File: config.mk
export PLATFORM = sky130hd
export DESIGN_NAME = audio_tone_gen
export DESIGN_NICKNAME = d
export VERILOG_FILES = /design/src/rtl/audio_tone_gen.sv
export SDC_FILE = /design/constraint.sdc
export NUM_CORES = 1
export LEC_CHECK = 0
export BUFFER_PORTS_ARGS = -buffer_cell sky130_fd_sc_hd__buf_2
export CAP_MARGIN = 20
export CORE_ASPECT_RATIO = 1.2
export CORE_UTILIZATION = 60
export CTS_CLUSTER_DIAMETER = 120
export DETAILED_ROUTE_END_ITERATION = 8
export PLACE_DENSITY = 0.78
export SYNTH_ARGS = -nofsm -noshare
export SYNTH_HDL_FRONTEND = slang
export SYNTH_SLANG_ARGS = --single-unit
File: constraint.sdc
create_clock -name clk -period 8.4 [get_ports clk]
set_input_delay 0.42 -clock clk [delete_from_list [all_inputs] [get_ports clk]]
set_output_delay 0.42 -clock clk [all_outputs]
set_load 0.005 [all_outputs]
File: src/rtl/audio_tone_gen.sv
// audio_tone_gen: sample-rate tone generator (phase accumulator, waveform shaper,
// attack/release envelope) feeding the PWM serializer's 10-bit duty input.
`default_nettype none

module audio_tone_gen #(
  parameter int SYS_FREQ_MHZ   = 100,
  parameter int SAMPLE_RATE_HZ = 48000,
  parameter int PHASE_BITS     = 24,
  parameter int ATTACK_STEP    = 4,
  parameter int RELEASE_STEP   = 2
) (
  input  logic                  clk,
  input  logic                  reset,
  input  logic                  cmd_valid,
  output logic                  cmd_ready,
  input  logic [PHASE_BITS-1:0] cmd_inc,
  input  logic [1:0]            cmd_wave,
  input  logic                  cmd_gate,
  output logic [9:0]            duty_cycle,
  output logic                  sample_tick,
  output logic                  active
);

  localparam int DIV = SYS_FREQ_MHZ * 1_000_000 / SAMPLE_RATE_HZ;
  localparam int CW  = $clog2(DIV);

  typedef enum logic [1:0] {IDLE, ATTACK, SUSTAIN, RELEASE} state_t;

  logic [CW-1:0]         cnt;
  logic                  tick, tick_d;
  logic                  pend_v, pend_gate, gate;
  logic [PHASE_BITS-1:0] pend_inc, inc, phase, phase_n, inc_n;
  logic [1:0]            pend_wave, wave;
  logic [7:0]            amp, amp_n;
  state_t                state, state_n;
  logic                  gate_n, load;
  logic [8:0]            amp_sum;

  assign tick      = (cnt == CW'(DIV - 1));
  assign cmd_ready = ~pend_v;
  assign load      = tick & pend_v;
  assign inc_n     = load ? pend_inc : inc;
  assign gate_n    = load ? pend_gate : gate;
  assign amp_sum   = {1'b0, amp} + 9'(ATTACK_STEP);

  always_ff @(posedge clk or posedge reset) begin
    if (reset) begin
      cnt       <= '0;
      tick_d    <= 1'b0;
      pend_v    <= 1'b0;
      pend_inc  <= '0;
      pend_wave <= 2'd0;
      pend_gate <= 1'b0;
      inc       <= '0;
      wave      <= 2'd0;
      gate      <= 1'b0;
      phase     <= '0;
      amp       <= 8'd0;
      state     <= IDLE;
      active    <= 1'b0;
    end else begin
      cnt    <= tick ? '0 : cnt + 1'b1;
      tick_d <= tick;
      if (load) begin
        inc    <= pend_inc;
        wave   <= pend_wave;
        gate   <= pend_gate;
        pend_v <= 1'b0;
      end
      // ready is low while pending, so accept and load never coincide
      if (cmd_valid && !pend_v) begin
        pend_inc  <= cmd_inc;
        pend_wave <= cmd_wave;
        pend_gate <= cmd_gate;
        pend_v    <= 1'b1;
      end
      phase  <= phase_n;
      amp    <= amp_n;
      state  <= state_n;
      active <= (state_n != IDLE);
    end
  end

  // Envelope sees the gate as it stands after this tick's command load
  always_comb begin
    state_n = state;
    amp_n   = amp;
    phase_n = phase;
    if (tick) begin
      if (gate_n) begin
        if (state != SUSTAIN) begin
          amp_n   = amp_sum[8] ? 8'd255 : amp_sum[7:0];
          state_n = (amp_n == 8'd255) ? SUSTAIN : ATTACK;
        end
      end else if (state != IDLE) begin
        amp_n   = (amp > 8'(RELEASE_STEP)) ? amp - 8'(RELEASE_STEP) : 8'd0;
        state_n = (amp_n == 8'd0) ? IDLE : RELEASE;
      end
      phase_n = (state_n == IDLE) ? '0 : phase + inc_n;
    end
  end

  logic [9:0]         p, raw;
  logic signed [10:0] s;
  logic signed [19:0] prod;
  logic [9:0]         duty_n;

  assign p = phase[PHASE_BITS-1 -: 10];

  always_comb begin
    raw = 10'd512;
    case (wave)
      2'd0:    raw = p[9] ? 10'd1023 : 10'd0;
      2'd1:    raw = p;
      2'd2:    raw = p[9] ? 10'd1023 - {p[8:0], 1'b0} : {p[8:0], 1'b0};
      default: raw = 10'd512;
    endcase
    s      = $signed({1'b0, raw}) - 11'sd512;
    prod   = s * $signed({1'b0, amp});
    // Scaled value is always within -512..511, so mod-1024 offset is exact
    duty_n = 10'(prod >>> 8) + 10'd512;
  end

  always_ff @(posedge clk or posedge reset) begin
    if (reset) begin
      duty_cycle  <= 10'd512;
      sample_tick <= 1'b0;
    end else begin
      sample_tick <= tick_d;
      if (tick_d) duty_cycle <= duty_n;
    end
  end

endmodule

`default_nettype wire

# [Word level (Yosys, flattened, before mapping)]
# Cells that the tools add are included.
[totals] regBits=114 inputBits=30 output_inout_bits=13 elab_cells=63
[op_classes] add_sub_neg=7 n_mul=1 n_lt_le_gt_ge=1 n_eq_ne=6 n_mux=21 bitwise_logic=2 n_reduce_logical=10
[op_table] operator="$mux 24" count=2
[op_table] operator="$mux 8" count=5
[op_table] operator="$pmux 10 s3" count=1
[op_table] operator="$add 24x24->24" count=1
[op_table] operator="$mux 10" count=2
[op_table] operator="$mul 11x9->18" count=1
[op_table] operator="$mux 2" count=7
[op_table] operator="$add 12x1->12 const B" count=1
[op_table] operator="$eq 12x12->1 const B" count=1
[op_table] operator="$mux 12" count=1
[op_table] operator="$sub 10x10->11 const B" count=1
[op_table] operator="$add 10x10->10 const B" count=1
[op_table] operator="$sub 10x10->10 const A" count=1
[op_table] operator="$add 8x3->9 const B" count=1
[op_table] operator="$eq 8x8->1 const B" count=1
[op_table] operator="$gt 8x2->1 const B" count=1
[op_table] operator="$logic_not 8->1" count=1
[op_table] operator="$reduce_bool 2->1" count=4
[op_table] operator="$sub 8x2->8 const B" count=1
[op_table] operator="$logic_not 2->1" count=2
[op_table] operator="$mux 1" count=3
[op_table] operator="$reduce_and 3->1" count=1
[op_table] operator="$eq 2x1->1 const B" count=1
[op_table] operator="$eq 2x2->1 const B" count=1
[op_table] operator="6 further kinds" count=6

# [Depth between registers and ports, before layout]
[depth] depth_word=9 ltp_mapped=22 mapped_depth_nobuf=21

# [Worst setup path after synthesis]
# Ideal clock, no wire load.
[synth_path] path_kind="reg-to-reg" start="reg wave[1]" end="reg duty_cycle[6]" setup_ps=125 arrival_time_ps=4962 required_time_ps=8275 slack_ps=3313 stages_incl_launch_ff=23 n_path_buf=1 synth_period_minus_slack_ps=5087 path_cell_list="dfrtp_1 clkbuf_1 nand2_1 xnor2_1 o21ai_1 nand2_1 fa_1 inv_1 fa_1 inv_1 fa_1 inv_1 fa_1 ha_1 o21a_1 nor2_1 o31a_1 o311ai_1 a31oi_1 inv_1 a21oi_1 xnor2_1 mux2_2"
[synth_between] elab_chain_len=5 elab_cells_between_ends=7 cone_classes="add/sub: 2; mul: 1; eq/ne: 2; mux: 1; reduce/logical: 1"
[synth_rtl] item="start, declared" line="33" source="logic [1:0] pend_wave, wave;"
[synth_rtl] item="start signal, assigned" line="66" source="wave <= pend_wave;"
[synth_rtl] item="$eq 2x2->1, or another cell as far along" line="112" source="case (wave)"
[synth_rtl] item="$pmux 10 s3 *" line="112"
[synth_rtl] item="$sub 10x10->11 *" line="118" source="s = $signed({1'b0, raw}) - 11'sd512;"
[synth_rtl] item="$mul 11x9->18 *" line="119" source="prod = s * $signed({1'b0, amp});"
[synth_rtl] item="$add 10x10->10 *" line="121" source="duty_n = 10'(prod >>> 8) + 10'd512;"
[synth_rtl] item="end signal, assigned" line="130" source="if (tick_d) duty_cycle <= duty_n;"
[synth_rtl] item="end, declared" line="19" source="output logic [9:0] duty_cycle,"
# Mark *: on every way between the ends. The rest lies on a longest branch, timed or not.
# A chain may end at the register's enable or synchronous reset.

# [Final worst setup path]
[layout_path] start="reg wave[0]" end="reg duty_cycle[8]"
# Same word-level chain as after synthesis.

==> out/metrics.yaml <==
floorplan:
  start_util_pct: 61.1
  die_h_um: 134
  dieWidth_um: 112
  pin_count: 43
  rows: 48
  die-area_sq_mm: 0.0151
  fp.coreArea_sq_mm: 0.0144
global_routing:
  grt_max_degree: 75
  antenna_found_initial: 0
  grt_pass1_vias: 6460
  grt.total_usage_pct: 24.9
  overflow: 0
  grt_first_pass_wirelength_um: 29700
timing:
  period_share_pct: 68.3
  clock.fmax_mhz: 174
  max_slew_margin_pct: 40.7
  fin_ws_ps: 2670
  worst_pin_slew_ps: 880
  fin_tns_setup_ps: 0
  whs_ps: 40.7
  slew_violations: 0
  skew_ps: 9.29
  finalHoldViolations: 0
  setup_viol: 0
  rsz0062_at_grt: "false"
  fin_crit_ps: 5730
setup_path:
  r2r_start: "wave[0]"
  r2r_slack_ps: 2670
  critPathLaunchType: "register"
  crit_path_end_kind: "register"
  r2r_end: "duty_cycle[8]"
  crit_start: "wave[0]"
  reg2regPathDepth: 19
  arrival_ps: 6040
  required_ps: 8700
  critical_path_class: "reg2reg"
  path_max_fanout: 13
power_and_ir_drop:
  leakagePower_nw: 4.99
  peakVddDrop_mv: 0.119
  power_density_mw_per_mm2: 139
  total_power_mw: 1.35
worst_hold_path:
  hp-class: "in2async"
synthesis:
  synth-seq-cells: 114
  syn_area_per_cell_sq_um: 9.91
  synth-edff-count: 0
  synth_ff_type: "dfrtp_1"
  yosys.area.top_type: "dfrtp_1"
  async_reset_ff_share_pct: 100
  synth_cell_types: 64
  synth_top_area_share_pct: 32.3
  syn_nets: 1038
  syn_inst: 884
  netlist_area_sq_mm: 0.00876
  synth-seq-area-share_pct: 32.6
  ys_warn_count: 0
  yosys-top-cells-area: "dfrtp_1, fa_1, ha_1"
placed_design:
  portBuffers: 42
  placed_cells: 1074
  place.gp.congestion: 0.886
  postPlaceCellArea_sq_mm: 0.00910
  pre_cts_slack_ps: 2670
  dp_hpwl_um: 12400
clock_network:
  cts_setup_buffers: 0
  h-tree-depth: 4
  hold_buffers: 0
  clockRootBuffer: "clkbuf_16"
  cts_resized: 0
  cts_buffer_depth: 2
  clk_pin_slew_ps: 60
  clock-sinks: 114
  cts_made_buffers: 17
  clock_latency_ps: 420
  cts_tree: "built"
route:
  post_drt_wl_per_cell_um: 15.4
  via_per_inst: 5.71
  routed_wl_um: 17100
  drc: 0
  drt_iter0_markers: 248
  drtAntennaViolNets: 0
  via_count: 6310
  firstDrtPassIters: 7
cells_and_area:
  syn_to_final_growth_pct: 10.8
  postLayoutCoreUtil_pct: 67.6
  final_common_cell: "dfrtp_1"
  n_antenna_cell: 0
  layout.nets: 1072
  final_cell_mix: "dfrtp_1, inv_1, nand2_1"
  fin_area_sq_mm: 0.00971
  drive_gt1_share_pct: 16.3
  final_cells: 1106
job:
  drv_cap: 0
run_status:
  outcome: "complete, no violations"
## power breakdown
group | total (mW) | internal [mW] | switching (mW)
Sequential | 0.576 | 0.567 | 0.00956
Combinational | 0.0335 | 0.0174 | 0.0161
Clock | 0.737 | 0.473 | 0.264
Total | 1.35 | 1.06 | 0.289
## layer usage
layer | up-vias | wire, um | GRT usage, %
met4 | 0 | 399 | 10.2
met1 | 3105 | 7340 | 30.0
met3 | 35 | 564 | 4.52
li1 | 3042 | - | -
met2 | 128 | 8770 | 43.9
met5 | - | 0 | 0
## area by class of cell
cell class | instances | area, sq um
Clock inverter | 13 | 160
Sequential cell | 114 | 2850
Timing Repair Buffer | 45 | 233
Fill cell | 1109 | 4650
Clock buffer | 19 | 443
Multi-Input combinational cell | 637 | 5410
Tap cell | 175 | 219
Inverter | 103 | 389
## cells in the mapped netlist (all sizes together) (4+ instances only)
master,count
a211o,5
a21o,10
a21oi,37
a22o,4
and2,35
and3,9
buf,6
clkbuf,24
dfrtp,113
fa,64
ha,60
inv,103
mux2,60
mux2i,4
nand2,96
nand2b,7
nand3,14
nand4,5
nor2,33
nor2b,8
nor3,12
nor3b,6
nor4b,6
o21a,5
o21ai,57
o21bai,4
o31ai,5
or3,4
xnor2,37
xor2,14
## kinds of logic after synthesis
group / after synthesis / share of synthesized area, %
adder cells (fa/ha/maj): 124 / 23.2
flip-flops: 114 / 32.6
XOR/XNOR: 51 / 5.10
buffers and inverters: 133 / 5.73
AO/OA/AOI/OAI: 156 / 11.3
AND/OR/NAND/NOR: 242 / 13.9
multiplexers: 64 / 8.31
## registers in the layout, summed over array words and instances (netlist names), 2 cells and up
register    count
phase          24
pend_inc       24
cnt            12
pend_wave       2
inc            24
state           2
duty_cycle     10
amp             8
wave            2
## worst max path at each step
stage                    end  slack, ps
2_1_floorplan  duty_cycle[6]       3310
3_3_place_gp   duty_cycle[8]       2810
3_5_place_dp   duty_cycle[8]       2670
4_1_cts        duty_cycle[8]       2660
5_1_grt        duty_cycle[8]       2220
6_report       duty_cycle[8]       2670
## critical path, stage by stage, from the launching register on
cell and delay, ps:
dfrtp_1 550, nor2b_1 460, nand2_1 120, o21ai_1 280
nand2_1 150, fa_1 550, inv_1 50, fa_1 450
ha_1 340, fa_1 480, ha_1 290, nand4_1 90
nor3b_1 220, nand3_1 140, o311ai_1 630, nand3_1 150
nand4b_1 190, a21oi_1 100, xnor2_1 120, mux2_2 250
No activity file was read; power rests on OpenSTA's default activity.
